## config.mk

```make
export PLATFORM = sky130hd
export DESIGN_NAME = pc_redirect_ctrl
export DESIGN_NICKNAME = d
export VERILOG_FILES = /design/src/rtl/pc_redirect_ctrl.sv
export SDC_FILE = /design/constraint.sdc
export NUM_CORES = 1
export LEC_CHECK = 0
export CAP_MARGIN = 0
export CORE_MARGIN = 2
export CORE_UTILIZATION = 30
export CTS_BUF_LIST = sky130_fd_sc_hd__clkbuf_2
export CTS_CLUSTER_SIZE = 30
export DETAILED_ROUTE_END_ITERATION = 10
export GPL_TIMING_DRIVEN = 0
export PLACE_DENSITY = 0.88
export SKIP_LAST_GASP = 1
export SYNTH_ARGS = -nofsm -noshare
export SYNTH_HDL_FRONTEND = slang
export SYNTH_SLANG_ARGS = --single-unit
```

## constraint.sdc

```tcl
create_clock -name clk -period 2.2 [get_ports clk]
set_input_delay 0.66 -clock clk [delete_from_list [all_inputs] [get_ports clk]]
set_output_delay 0.66 -clock clk [all_outputs]
set_load 0.02 [all_outputs]
```

## src/rtl/pc_redirect_ctrl.sv

```systemverilog
// PC redirect and hazard sequencer: applies EX-stage branch/jump redirects, holds them while fetch is busy,
// and inserts load-use bubbles. Define REDIRECT_PERF_EN to build the redirect/stall performance counters.
module pc_redirect_ctrl #(
  parameter int PC_W = 9
) (
  input  logic            clk,
  input  logic            reset,
  input  logic            ex_valid,
  input  logic            ex_pc_sel,
  input  logic [31:0]     ex_branch_target,
  input  logic            imem_ready,
  input  logic            id_ex_mem_read,
  input  logic [4:0]      id_ex_rd,
  input  logic [4:0]      if_id_rs1,
  input  logic [4:0]      if_id_rs2,
  output logic            pc_write,
  output logic            pc_src,
  output logic [PC_W-1:0] redirect_pc,
  output logic            if_id_write,
  output logic            if_id_flush,
  output logic            id_ex_flush,
  output logic            target_misaligned,
  output logic [31:0]     redirect_cnt,
  output logic [31:0]     stall_cnt
);

  typedef enum logic {RUN, PEND} state_t;

  state_t          state, state_next;
  logic [PC_W-1:0] pend_pc, pend_pc_next;
  logic            lu;
  logic            redir;

  assign lu    = id_ex_mem_read && (id_ex_rd != 5'd0) &&
                 ((id_ex_rd == if_id_rs1) || (id_ex_rd == if_id_rs2));
  assign redir = ex_valid && ex_pc_sel;

  // Target bits above PC_W are dropped on purpose.
  generate
    if (PC_W < 32) begin : g_drop_hi
      logic unused_target_hi;
      assign unused_target_hi = ^ex_branch_target[31:PC_W];
    end
  endgenerate

  always_ff @(posedge clk or posedge reset) begin
    if (reset) begin
      state   <= RUN;
      pend_pc <= '0;
    end else begin
      state   <= state_next;
      pend_pc <= pend_pc_next;
    end
  end

  always_comb begin
    state_next        = state;
    pend_pc_next      = pend_pc;
    pc_write          = 1'b0;
    pc_src            = 1'b0;
    redirect_pc       = ex_branch_target[PC_W-1:0];
    if_id_write       = 1'b1;
    if_id_flush       = 1'b0;
    id_ex_flush       = 1'b0;
    target_misaligned = 1'b0;
    case (state)
      RUN: begin
        if (redir) begin
          // A redirect squashes the instruction a load-use stall would hold, so lu is moot here.
          pc_src            = 1'b1;
          if_id_flush       = 1'b1;
          id_ex_flush       = 1'b1;
          target_misaligned = ex_branch_target[1];
          if (imem_ready) begin
            pc_write = 1'b1;
          end else begin
            pend_pc_next = ex_branch_target[PC_W-1:0];
            state_next   = PEND;
          end
        end else if (lu) begin
          if_id_write = 1'b0;
          id_ex_flush = 1'b1;
        end else begin
          pc_write = imem_ready;
        end
      end
      PEND: begin
        redirect_pc = pend_pc;
        pc_src      = 1'b1;
        if_id_flush = 1'b1;
        id_ex_flush = 1'b1;
        if (imem_ready) begin
          pc_write   = 1'b1;
          state_next = RUN;
        end
      end
      default: state_next = RUN;
    endcase
  end

`ifdef REDIRECT_PERF_EN
  logic        accept;
  logic        stall;
  logic [31:0] redirect_cnt_reg;
  logic [31:0] stall_cnt_reg;

  assign accept = (state == RUN) && redir;
  assign stall  = (state == PEND) || ((state == RUN) && !redir && lu);

  always_ff @(posedge clk or posedge reset) begin
    if (reset) begin
      redirect_cnt_reg <= '0;
      stall_cnt_reg    <= '0;
    end else begin
      if (accept) redirect_cnt_reg <= redirect_cnt_reg + 32'd1;
      if (stall)  stall_cnt_reg    <= stall_cnt_reg + 32'd1;
    end
  end

  assign redirect_cnt = redirect_cnt_reg;
  assign stall_cnt    = stall_cnt_reg;
`else
  assign redirect_cnt = 32'd0;
  assign stall_cnt    = 32'd0;
`endif

endmodule

```

# After elaboration in Yosys (flattened, before gate mapping)
# Index checks and enable logic that the tools add are counted.
# W data, S select, Z words.
# totals
output_inout_bits	79
in_bits	53
regBits	10
wordCells	30
# classes
n_bitwise	2
n_mux	18
reduce_logical	6
eq_ne	2
# op_table
cell	count
$mux W1	13
$eq A5 B5 Y1	2
$mux W9	1
$pmux W1 S2	4
$reduce_bool A5 Y1	1
$logic_and A1 B1 Y1	3
$reduce_and A3 Y1	1
$not A1 Y1	2
$logic_or A1 B1 Y1	1

# Longest topological paths before layout
# depth
word_depth	6
ltp_mapped	4
depth_no_buf	4

# Least setup slack after synthesis
# No wires, ideal clock.
# synth_timing
kind	input to output
startpoint	input port id_ex_rd[0]
endpoint	output port pc_write
t_arrival_ps	1618
n_path_buf	0
setup_slack_ps	-78
stages	4
required_time_ps	1540
path_cell_list	nor3_1 nand2_1 and4b_1 a21boi_0
# synth_via
elab_chain_cells	6
word_cells_on_any_way	9
cone_classes	eq/ne (2); mux (3); reduce/logical (4)
# synth_lines
element	line	source
from (decl)	13	input logic [4:0] id_ex_rd,
$eq A5 B5 Y1 / $reduce_bool A5 Y1 (equally long branches)	35, 34	
$logic_or A1 B1 Y1 / $logic_and A1 B1 Y1 (equally long branches)	35, 34	
$logic_and A1 B1 Y1 (*)	34	assign lu = id_ex_mem_read && (id_ex_rd != 5'd0) &&
$mux W1 (*)	80	end else if (lu) begin
$mux W1 (*)	68	if (redir) begin
$pmux W1 S2 (*)	66	case (state)
to (decl)	16	output logic pc_write,
# Mark *: on every way between the ends. The rest lies on a longest branch, timed or not.

# Worst setup path after layout
# layout_timing
startpoint	input port id_ex_rd[4]
endpoint	output port id_ex_flush
# layout_via
elab_chain_cells	6
word_cells_on_any_way	9
cone_classes	eq/ne (2); mux (3); reduce/logical (4)
# layout_lines
element	line	source
$eq A5 B5 Y1 / $reduce_bool A5 Y1 (equally long branches)	35, 34	
$logic_or A1 B1 Y1 / $logic_and A1 B1 Y1 (equally long branches)	35, 34	
$logic_and A1 B1 Y1 (*)	34	
$mux W1 (*)	80	
$mux W1 (*)	68	
$pmux W1 S2 (*)	66	
to (decl)	21	output logic id_ex_flush,
# Marked as above.

==> results.json <==
{
  "status": "finished with violations",
  "violations": "setup timing",
  "r2r-end": "pend_pc[8]",
  "clk_pin_slew_ps": 100,
  "cp-startpoint": "id_ex_rd[4]",
  "fillers": 385,
  "wl_met2_um": 1340,
  "cts.sinks": 10,
  "power_frac_comb_pct": 55.0,
  "swShare_pct": 39.1,
  "track_usage_pct": 10.5,
  "avgRoutedWirePerCell_um": 8.38,
  "drt_wl_total_um": 2390,
  "root_buffer": "clkbuf_2",
  "floorplan.initialDensity_pct": 31.3,
  "highest_layer": "met4",
  "rows": 22,
  "insertion_delay_ps": 260,
  "grt_antenna_before_repair": 0,
  "min_from": "pend_pc[6]",
  "gp_congestion": 0.789,
  "drc_errors": 0,
  "fmax_mhz": 453,
  "final_common_cell": "buf_4",
  "ys_types": 18,
  "grt_pass1_vias": 799,
  "grt_start_max_net_pins": 11,
  "final.setup.tns_ps": -7.58,
  "postCtsHoldBufs": 0,
  "wl_met1_um": 768,
  "die_x_um": 65.8,
  "cts_tree": "yes",
  "r2r_slack_ps": 830,
  "dr.pass1.iters": 2,
  "cp.required_ps": 1540,
  "overflow": 0,
  "syn_to_final_growth_pct": 61.7,
  "setup_viol": 1,
  "antenna_cells": 0,
  "path_class": "in -> out",
  "crit_path_start_kind": "input port",
  "cp.arrival_ps": 1550,
  "hold_path.class": "reg -> reg",
  "io_buffers": 44,
  "place_area_um2": 1880,
  "timing.rr.start": "state",
  "drive_above_1_share_pct": 51.9,
  "irDropWorstVdd_mv": 0.313,
  "final_area_um2": 1850,
  "first_iter_violations": 5,
  "chipHeight_um": 65.8,
  "fin_crit_ps": 2210,
  "finalClockSkew_ps": 2.26,
  "p_total_mw": 0.764,
  "syn_avg_cell_area_um2": 9.17,
  "ys_warn_count": 0,
  "layout.cells.most_common_list": "67 x buf_4, 64 x conb_1, 17 x mux2_2",
  "clockBufferDepth": 2,
  "utilization_pct": 50.6,
  "post-place-ws_ps": -960,
  "yosysTopAreaCell": "buf_4",
  "power_frac_clock_pct": 13.6,
  "io_pins": 132,
  "viasPerCell": 3.28,
  "hold_violations": 0,
  "netlist.area_leader.share_pct": 42.6,
  "p_int_mw": 0.465,
  "fin_ws_ps": -7.58,
  "worstPathMaxFanout": 3,
  "grt_setup_unrepaired": "true",
  "syn_area_um2": 1150,
  "synthCells": 125,
  "place_inst": 280,
  "stdcell_count": 285,
  "detail-route-antenna-nets": 0,
  "power_density_nw_per_um2": 412,
  "num-nets-final": 291,
  "whs_ps": 515,
  "grt_pass1_wl_um": 3530,
  "hold_end": "pend_pc[6]",
  "htree_levels": 1,
  "seqPwrFrac_pct": 31.4,
  "synth_seq_area_share_pct": 21.8,
  "synth-seq-cells": 10,
  "synth_top_cells_by_area": "buf_4 43%, dfrtp_1 22%, mux2_2 17%, xnor2_1 7.6%, nand2_1 2.3%",
  "switching_power_mw": 0.298,
  "reg2reg_depth": 2,
  "core_area_um2": 3660,
  "dieArea_um2": 4330,
  "multi_input_area_um2": 683,
  "end_kind": "output pin",
  "drv_slew": 0,
  "cellLeakagePower_nw": 1.06,
  "cts_buffers": 3,
  "worstHoldPathCells": 1,
  "drv_cap": 0,
  "fin_crit_sh_pct": 100,
  "regArea_um2": 250,
  "met3_length_um": 247,
  "vias": 935
}
power groups by stage:
stage	Clock (mW)	Combinational [mW]	Sequential, mW
4_1_cts	0.109	0.415	0.240
3_3_place_gp	0	0.432	0.241
3_5_place_dp	0	0.435	0.243
2_1_floorplan	0	0.316	0.237
5_1_grt	0.116	0.451	0.245
6_report	0.104	0.420	0.240
synthesized netlist by cell type:
library cell  count
nor2b_1           1
o22ai_1           1
nor3_1            1
nand2b_1          2
a21boi_0          1
mux2_2           17
xnor2_1          10
conb_1            1
buf_4            65
nand3_1           2
nand2_1           7
nor3_4            1
nor2_1            2
buf_2             1
dfrtp_1          10
inv_1             1
and4b_1           1
a31o_2            1
routing by layer:
layer	GRT usage, %	vias up
li1	-	499
met1	10.1	378
met5	0	-
met4	4.69	0
met3	1.02	3
met2	21.8	55
worst max path at each step:
stage / slack [ps] / endpoint
final: -8 / id_ex_flush
after global routing: -60 / pc_write
after CTS: -40 / id_ex_flush
after detailed placement: -960 / id_ex_flush
after global placement: -970 / id_ex_flush
after floorplan: 70 / pc_write
worst max-delay path, cell delays in order:
cell,delay (ps)
buf_2,120
xnor2_1,130
nand3_1,100
o22ai_2,220
a31o_2,190
buf_6,110
repair_timing:
action | 4_1_cts | 5_1_grt
pin swaps | 21 | 19
endpoints found under the setup margin | 15 | 7
buffers inserted | 1 | 0
gates resized for setup | 112 | 18
cell families after synthesis:
kind of cell    share of synthesized area (%)
xor+xnor                                 7.64
flops                                    21.8
buf+inv                                  43.3
simple gates                             8.19
compound gates                           1.97
mux                                      16.7
other cells                             0.327
area by class of cell:
type                            instances  share of cell area (%)
Sequential cell                        10                    13.5
Clock inverter                          1                   0.203
Multi-Input combinational cell        111                    36.9
Tap cell                               48                    3.24
Inverter                                1                   0.203
Clock buffer                            3                   0.810
Timing Repair Buffer                   45                    18.4
Buffer                                 66                    26.7
flip-flops by register name, summed over array words and instances, names as in the netlist:
signal	count
pend_pc	9
state	1
(Power assumes the default switching activity.)
